<file path="src/rtl/timer_sched_pkg.sv">
// Shared types and default sizing for the timer scheduler and its counter.
package timer_sched_pkg;

    localparam int unsigned DEF_NUM_REQ      = 4;
    localparam int unsigned DEF_NUM_CNT_BITS = 4;

    typedef enum logic [1:0] {
        IDLE  = 2'd0,
        LOAD  = 2'd1,
        COUNT = 2'd2,
        DONE  = 2'd3
    } state_t;

endpackage

</file>
<file path="src/rtl/flex_counter.sv">
// Clearable up-counter with programmable rollover value and a registered rollover flag.
module flex_counter
    import timer_sched_pkg::*;
#(
    parameter int unsigned NUM_CNT_BITS = DEF_NUM_CNT_BITS
) (
    input  logic                    clk,
    input  logic                    n_rst,
    input  logic                    clear,
    input  logic                    count_enable,
    input  logic [NUM_CNT_BITS-1:0] rollover_val,
    output logic [NUM_CNT_BITS-1:0] count_out,
    output logic                    rollover_flag
);

    logic [NUM_CNT_BITS-1:0] r_count;
    logic [NUM_CNT_BITS-1:0] w_next;
    logic                    r_flag;

    always_comb begin
        w_next = r_count;
        if (clear) begin
            w_next = '0;
        end else if (count_enable) begin
            if (r_count == rollover_val) begin
                w_next = NUM_CNT_BITS'(1);
            end else begin
                w_next = r_count + NUM_CNT_BITS'(1);
            end
        end
    end

    // Flag is computed from the next value so it is high while count_out equals rollover_val.
    always_ff @(posedge clk or negedge n_rst) begin
        if (!n_rst) begin
            r_count <= '0;
            r_flag  <= 1'b0;
        end else begin
            r_count <= w_next;
            r_flag  <= (w_next == rollover_val);
        end
    end

    assign count_out     = r_count;
    assign rollover_flag = r_flag;

endmodule

</file>
<file path="src/rtl/timer_scheduler.sv">
// Round-robin arbiter that time-shares one flex_counter among NUM_REQ requesters,
// returning a one-cycle done pulse to the winner when its latched interval elapses.
module timer_scheduler
    import timer_sched_pkg::*;
#(
    parameter  int unsigned NUM_REQ      = DEF_NUM_REQ,
    parameter  int unsigned NUM_CNT_BITS = DEF_NUM_CNT_BITS,
    localparam int unsigned ID_W         = (NUM_REQ > 1) ? $clog2(NUM_REQ) : 1
) (
    input  logic                            clk,
    input  logic                            rst,
    input  logic [NUM_REQ-1:0]              req,
    input  logic [NUM_REQ*NUM_CNT_BITS-1:0] req_len,
    output logic [NUM_REQ-1:0]              grant,
    output logic [NUM_REQ-1:0]              done,
    output logic                            busy,
    output logic [ID_W-1:0]                 active_id,
    output logic [NUM_CNT_BITS-1:0]         count_out
);

    state_t                  r_state;
    state_t                  w_next_state;
    logic [ID_W-1:0]         r_ptr;
    logic [ID_W-1:0]         r_active_id;
    logic [ID_W-1:0]         w_win_id;
    logic [ID_W-1:0]         w_ptr_next;
    logic                    w_any_req;
    logic                    w_abort;
    logic                    w_clear;
    logic                    w_count_en;
    logic                    w_rollover;
    logic                    w_n_rst;
    logic [NUM_CNT_BITS-1:0] r_len;
    logic [NUM_CNT_BITS-1:0] w_len_arr [NUM_REQ];
    logic [NUM_REQ-1:0]      r_grant;
    logic [NUM_REQ-1:0]      r_done;
    logic                    r_busy;

    for (genvar g = 0; g < NUM_REQ; g++) begin : g_len
        assign w_len_arr[g] = req_len[g*NUM_CNT_BITS +: NUM_CNT_BITS];
    end

    // Scan downward so the last hit is the first set bit at or after the pointer.
    always_comb begin
        w_any_req = 1'b0;
        w_win_id  = '0;
        for (int i = int'(NUM_REQ) - 1; i >= 0; i--) begin
            if (req[ID_W'((32'(r_ptr) + 32'(i)) % NUM_REQ)]) begin
                w_any_req = 1'b1;
                w_win_id  = ID_W'((32'(r_ptr) + 32'(i)) % NUM_REQ);
            end
        end
    end

    assign w_abort    = ((r_state == LOAD) || (r_state == COUNT)) && !req[r_active_id];
    assign w_ptr_next = (32'(r_active_id) == NUM_REQ - 1) ? '0 : r_active_id + ID_W'(1);

    always_ff @(posedge clk or posedge rst) begin
        if (rst) begin
            r_state <= IDLE;
        end else begin
            r_state <= w_next_state;
        end
    end

    always_comb begin
        w_next_state = r_state;
        case (r_state)
            IDLE:    if (w_any_req) w_next_state = LOAD;
            LOAD: begin
                if (w_abort)               w_next_state = IDLE;
                else if (r_len == '0)      w_next_state = DONE;
                else                       w_next_state = COUNT;
            end
            COUNT: begin
                if (w_abort)               w_next_state = IDLE;
                else if (w_rollover)       w_next_state = DONE;
            end
            DONE:    w_next_state = IDLE;
            default: w_next_state = IDLE;
        endcase
    end

    // Counter controls; an abort clears so the next service starts from zero.
    always_comb begin
        w_clear    = 1'b0;
        w_count_en = 1'b0;
        case (r_state)
            LOAD:  w_clear = 1'b1;
            COUNT: begin
                if (w_abort) w_clear    = 1'b1;
                else         w_count_en = !w_rollover;
            end
            default: ;
        endcase
    end

    always_ff @(posedge clk or posedge rst) begin
        if (rst) begin
            r_ptr       <= '0;
            r_active_id <= '0;
            r_len       <= '0;
            r_grant     <= '0;
            r_done      <= '0;
            r_busy      <= 1'b0;
        end else begin
            r_busy <= (w_next_state != IDLE);
            r_done <= '0;
            if ((r_state == IDLE) && w_any_req) begin
                r_grant     <= NUM_REQ'(1) << w_win_id;
                r_active_id <= w_win_id;
                r_len       <= w_len_arr[w_win_id];
            end
            if (w_next_state == DONE) begin
                r_done <= NUM_REQ'(1) << r_active_id;
            end
            if ((r_state == DONE) || w_abort) begin
                r_grant <= '0;
                r_ptr   <= w_ptr_next;
            end
        end
    end

    assign w_n_rst = ~rst;

    flex_counter #(
        .NUM_CNT_BITS (NUM_CNT_BITS)
    ) u_counter (
        .clk           (clk),
        .n_rst         (w_n_rst),
        .clear         (w_clear),
        .count_enable  (w_count_en),
        .rollover_val  (r_len),
        .count_out     (count_out),
        .rollover_flag (w_rollover)
    );

    assign grant     = r_grant;
    assign done      = r_done;
    assign busy      = r_busy;
    assign active_id = r_active_id;

endmodule
</file>
<file path="config.mk">
export PLATFORM = sky130hd
export DESIGN_NAME = timer_scheduler
export DESIGN_NICKNAME = d
export VERILOG_FILES = /design/src/rtl/timer_sched_pkg.sv /design/src/rtl/flex_counter.sv /design/src/rtl/timer_scheduler.sv
export SDC_FILE = /design/constraint.sdc
export NUM_CORES = 1
export LEC_CHECK = 0
export BUFFER_PORTS_ARGS = -buffer_cell sky130_fd_sc_hd__buf_2
export CORE_UTILIZATION = 48
export CTS_CLUSTER_SIZE = 20
export DETAILED_ROUTE_END_ITERATION = 10
export GPL_ROUTABILITY_DRIVEN = 0
export PLACE_DENSITY_LB_ADDON = 0.1
export SKIP_CTS_REPAIR_TIMING = 1
export SLEW_MARGIN = 20
export SYNTH_ARGS = -nofsm -noshare
export SYNTH_HDL_FRONTEND = slang
export SYNTH_SLANG_ARGS = --single-unit
</file>
<file path="constraint.sdc">
create_clock -name clk -period 1.8 [get_ports clk]
set_input_delay 0.36 -clock clk [delete_from_list [all_inputs] [get_ports clk]]
set_output_delay 0.36 -clock clk [all_outputs]
set_load 0.01 [all_outputs]
</file>
# After elaboration in Yosys (flattened, before gate mapping)
# Cells that the tools add are included.
# totals
out_inout_bits	15
in_bits	22
reg_bits	24
# op_classes
magnitude_cmp	6
addsub	5
n_shift	2
n_eq_ne	7
muxes	38
reduce_logical	10
bitwise_logic	1
# ops
operator	count
$mux 4	8
$mux 2	9
$lt 2x3->1 const B	5
$mux 1	13
$bmux 1 s2	5
$bmux 4 s2	1
$eq 2x2->1 const B	4
$eq 4x4->1	2
$pmux 2 s4	1
$shl 1x2->4 const A	2
$add 2x1->2 const B	2
$add 2x2->2 const B	2
$add 4x1->4 const B	1
$logic_not 4->1	1
$reduce_bool 2->1	2
$ge 3x3->1 const B	1
$not 2->3	1
$eq 2x1->1 const B	1
$logic_and 1x1->1	2
$logic_not 1->1	2
$logic_not 2->1	1
$logic_or 1x1->1	2
$pmux 1 s2	1

# Depth between registers and ports, before layout
# depth
depth_word	11
mapped_depth	8
mapped_depth_nobuf	8

# By module
# Synthesis repeated with hierarchy kept, for this count alone.
# unflattened
hier_cells	178
hier_area_um2	1685.4
# modules_own_cells
mod	n_inst	seq_area_each_um2	area_per_inst_um2	cells_per_inst
timer_scheduler	1	475.5	1207.4	121
flex_counter	1	125.1	478.0	57

# Worst setup path after synthesis
# Ideal clock, no wire load.
# synth_path
kind	register -> register
start	register r_state[0]
end	register r_ptr[1]
path_stages_with_launch	8
synth_period_minus_slack_ps	1896
t_arrival_ps	1771
path_slack_ps	-96
path_buffers	1
path_cell_list	dfrtp_1 -> inv_1 -> ha_1 -> nand2_1 -> o22ai_1 -> or2_2 -> clkbuf_1 -> mux2_2
# synth_via
elab_chain_cells	4
# synth_rtl
item	line	source
from (decl)	timer_scheduler.sv:21	state_t r_state;
from (signal assigned)	timer_scheduler.sv:62	r_state <= w_next_state;
$eq 2x1->1 or $eq 2x2->1 (tied branches)	timer_scheduler.sv:55	assign w_abort = ((r_state == LOAD) || (r_state == COUNT)) && !req[r_active_id];
$logic_or 1x1->1	timer_scheduler.sv:55	
$logic_and 1x1->1	timer_scheduler.sv:55	
$logic_or 1x1->1 *	timer_scheduler.sv:117	if ((r_state == DONE) || w_abort) begin
to (signal assigned)	timer_scheduler.sv:119	r_ptr <= w_ptr_next;
to (decl)	timer_scheduler.sv:23	logic [ID_W-1:0] r_ptr;
# Every way passes the cells marked *; elsewhere a longest branch is shown, timed or not.
# A chain may end at the register's enable or synchronous reset.

# Worst setup path in the final report
# layout_path
start	register r_state[1]
end	register u_counter.r_flag (netlist: u_counter.rollover_flag)
# layout_via
elab_chain_cells	8
# layout_rtl
item	line	source
$eq 2x1->1 or $eq 2x2->1 (tied branches)	timer_scheduler.sv:55, timer_scheduler.sv:88	
$logic_or 1x1->1	timer_scheduler.sv:55	
$logic_and 1x1->1	timer_scheduler.sv:55	
$mux 1	timer_scheduler.sv:91	if (w_abort) w_clear = 1'b1;
$mux 1	timer_scheduler.sv:88	case (r_state)
$mux 4	flex_counter.sv:24	end else if (count_enable) begin
$mux 4 *	flex_counter.sv:22	if (clear) begin
net u_counter.w_next[0]	flex_counter.sv:17	logic [NUM_CNT_BITS-1:0] w_next;
$eq 4x4->1 *	flex_counter.sv:40	r_flag <= (w_next == rollover_val);
to (signal assigned)	flex_counter.sv:40	
to (decl)	flex_counter.sv:18	logic r_flag;
# Mark *: on every way through the listed nets, which the timed path passes. The rest lies on a longest branch.

==> metrics.yaml <==
run_status:
  status: "finished with violations"
  violations: "negative setup slack"
sta:
  rsz0062_at_grt: "true"
  max_slew_margin_pct: 72.5
  worst_hold_slack_ns: 0.0488
  skew_ns: 0.0220
  setup_ws_ns: -0.171
  max_freq_ghz: 0.507
  setup-violations-final: 5
  hold_violations: 0
  fin_crit_sh_pct: 109
  tightest_slew_ns: 0.410
  fin_crit_ns: 1.97
  slew_violations: 0
global_route:
  grt_pass1_wl_mm: 5.46
  gr-total-overflow: 0
  antenna_found_initial: 0
  grt_usage_pct: 20.7
  grt_pass1_vias: 1272
  grt_start_max_net_pins: 25
placed_design:
  dp.cells: 246
  hpwl_mm: 2.58
  port_buffers: 36
synth:
  async_flop_share_pct: 100
  syn_area_mm2: 0.00151
  yosysWarnings: 0
  avgSynthCellArea_um2: 9.83
  synth_ff_type: "dfrtp_1"
  ys_seq_area_share_pct: 39.7
  synth_edf_count: 0
  synth-seq-cells: 24
  syn_inst: 154
  ys_types: 39
  syn_nets: 186
critical_path:
  cp_max_fo: 5
  r2r_start: "r_state[1]$_DFF_PP0_"
  ff2ff_setup_slack_ns: -0.17
  critPathSlowestCell: "dfrtp_1"
  critPathMaxStageDelay_ns: 0.44
  r2r_end: "u_counter.rollover_flag$_DFF_PP0_"
  crit_chain: "inv_2, ha_4, nand2b_1, o221a_4, a31oi_1, xor2_1, nor4_2"
  arrival_ns: 2.20
  setup.worst_path.end_class: "flip-flop"
  reg2reg_depth: 7
  critical_path.startpoint_type: "flip-flop"
  path_class: "reg2reg"
  crit_required_ns: 2.03
detailed_routing:
  met1Wirelength_mm: 1.59
  drc_errors: 0
  num_vias: 1297
  top_layer: "met4"
  wl_met2_mm: 1.69
  dr_wl_met3_um: 97
  drt-initial-drc-count: 28
  avgRoutedWirePerCell_um: 13.4
  ant_nets: 0
  drt_pass1_iterations: 4
  finalWirelength_mm: 3.39
  viasPerCell: 5.13
die:
  core_mm2: 0.00303
  die_x_um: 58.2
  die_area_mm2: 0.00338
  start_util_pct: 50.0
  die_h_um: 58.2
  ios: 37
  placementRows: 20
pwr:
  max-vdd-ir-drop_mv: 0.789
  p_int_mw: 1.91
  comb_power_share_pct: 59.1
  pwr_density_cell_mw_per_mm2: 1640
  power_frac_clock_pct: 12.1
  static-leakage-power_nw: 0.978
  switching_share_pct: 41.6
  p_switching_mw: 1.36
  p_seq_share_pct: 28.7
clocking:
  clk_pin_slew_worst_paths_ns: 0.15
  ctsRootBufferMaster: "clkbuf_4"
  worstSkewPairLatency_ns: 0.33
  htree_levels: 1
  numCtsBuffers: 3
  cts_tree: "yes"
  clock-sinks: 24
  clockBufferDepth: 2
final_layout:
  layout-drive-gt1-share_pct: 42.6
  diodes: 0
  area_growth_pct: 32.3
  nFillCells: 252
  nNetsFinal: 242
  final_cells: 253
  postLayoutCoreUtil_pct: 66.2
hold_path:
  hp-class: "in2async"
run:
  maxCapViolations: 0
## area by class of cell
type                            count  area (um^2)  area share [%]
Inverter                           10         37.5            1.87
Timing Repair Buffer               54          328            16.4
Clock inverter                      1         30.0            1.50
Multi-Input combinational cell    117          928            46.3
Clock buffer                        3         22.5            1.12
Sequential cell                    24          602            30.0
Tap cell                           44         55.1            2.75
## stage by stage
stage / setup TNS (ns) / area [um^2] / power (mW) / setup WS [ns]
2_1_floorplan: 0 / 1530 / 2.11 / 0.00475
3_3_place_gp: -0.0493 / 1870 / 2.67 / -0.0493
3_5_place_dp: -0.144 / 1870 / 2.75 / -0.144
4_1_cts: -0.264 / 1920 / 3.15 / -0.215
5_1_grt: -1.37 / 2000 / 3.53 / -0.239
6_report: -0.288 / 2000 / 3.28 / -0.171
## power groups by stage
stage	logic, mW	clock network, mW	registers (mW)
global placement	1.73	0	0.934
detailed placement	1.81	0	0.942
CTS	1.82	0.400	0.932
floorplan	1.14	0	0.966
finish	1.94	0.397	0.942
global route	2.14	0.423	0.961
## critical path: cells and delay by family, from the launching register on
family	cells	cell delay (ns)
buffers and inverters	1	0.08
flip-flops	1	0.44
adder cells (fa/ha/maj)	1	0.29
AND/OR/NAND/NOR	2	0.33
AO/OA/AOI/OAI	2	0.59
XOR/XNOR	1	0.14
## routing by layer
layer | vias up | global-route usage, %
met5 | - | 0
met4 | 0 | 6.46
met3 | 2 | 2.01
met2 | 29 | 36.0
met1 | 615 | 27.0
li1 | 651 | -
## sequential cells by signal (all words and copies together) (netlist names)
signal,flops
done,4
grant,4
r_len,4
u_counter.count_out,4
active_id,2
r_ptr,2
r_state,2
busy,1
u_counter.rollover_flag,1
## placed cells by master (no fill, tap or decap), types with 4 or more instances in the layout
| cell type | netlist | final |
|---|---|---|
| nand3_1 | 4 | 4 |
| nand2_1 | 14 | 13 |
| buf_4 | 0 | 17 |
| ha_1 | 10 | 8 |
| a21oi_1 | 11 | 9 |
| nor2_1 | 11 | 11 |
| xor2_1 | 4 | 4 |
| inv_2 | 2 | 4 |
| dfrtp_1 | 24 | 23 |
| xnor2_1 | 4 | 4 |
| mux2i_1 | 8 | 8 |
| mux2_2 | 8 | 8 |
| buf_2 | 0 | 36 |
| inv_1 | 8 | 6 |
| and2_1 | 4 | 4 |
| o21ai_0 | 5 | 4 |
| o21ai_2 | 4 | 4 |
## kinds of logic after synthesis
family	after synthesis	share of synthesized area (%)
AND/OR/NAND/NOR	49	16.4
AO/OA/AOI/OAI	34	16.1
flip-flops	24	39.7
multiplexers	16	11.2
buffers and inverters	13	3.72
adder cells (fa/ha/maj)	10	8.26
XOR/XNOR	8	4.63
## cells in the mapped netlist, types with 2 or more instances
| cell | n | area (um^2) |
|---|---|---|
| and2_1 | 4 | 25.0 |
| nand3b_1 | 2 | 15.0 |
| o21ai_0 | 5 | 25.0 |
| nand3_1 | 4 | 20.0 |
| mux2i_1 | 8 | 80.1 |
| nand4_1 | 2 | 12.5 |
| nor2_1 | 11 | 41.3 |
| mux2_2 | 8 | 90.1 |
| ha_1 | 10 | 125 |
| o22ai_1 | 3 | 18.8 |
| xnor2_1 | 4 | 35.0 |
| nand2b_1 | 3 | 18.8 |
| a21oi_1 | 11 | 55.1 |
| dfrtp_1 | 24 | 601 |
| inv_2 | 2 | 7.51 |
| clkbuf_1 | 2 | 7.51 |
| nor3_1 | 3 | 15.0 |
| xor2_1 | 4 | 35.0 |
| nand2_1 | 14 | 52.6 |
| inv_1 | 8 | 30.0 |
| o21ai_2 | 4 | 35.0 |
## worst max path at each step
| stage | endpoint | startpoint | slack [ns] | cells past startpoint |
|---|---|---|---|---|
| after detailed placement | u_counter.rollover_flag$_DFF_PP0_ | r_state[0]$_DFF_PP0_ | -0.14 | 8 |
| after CTS | u_counter.rollover_flag$_DFF_PP0_ | r_state[0]$_DFF_PP0_ | -0.22 | 8 |
| after global routing | u_counter.rollover_flag$_DFF_PP0_ | r_state[1]$_DFF_PP0_ | -0.24 | 8 |
| after global placement | u_counter.rollover_flag$_DFF_PP0_ | r_state[0]$_DFF_PP0_ | -0.05 | 8 |
| final | u_counter.rollover_flag$_DFF_PP0_ | r_state[1]$_DFF_PP0_ | -0.17 | 7 |
| after floorplan | u_counter.rollover_flag$_DFF_PP0_ | r_state[0]$_DFF_PP0_ | 0.005 | 8 |
Power figures use the tool's default switching activity.
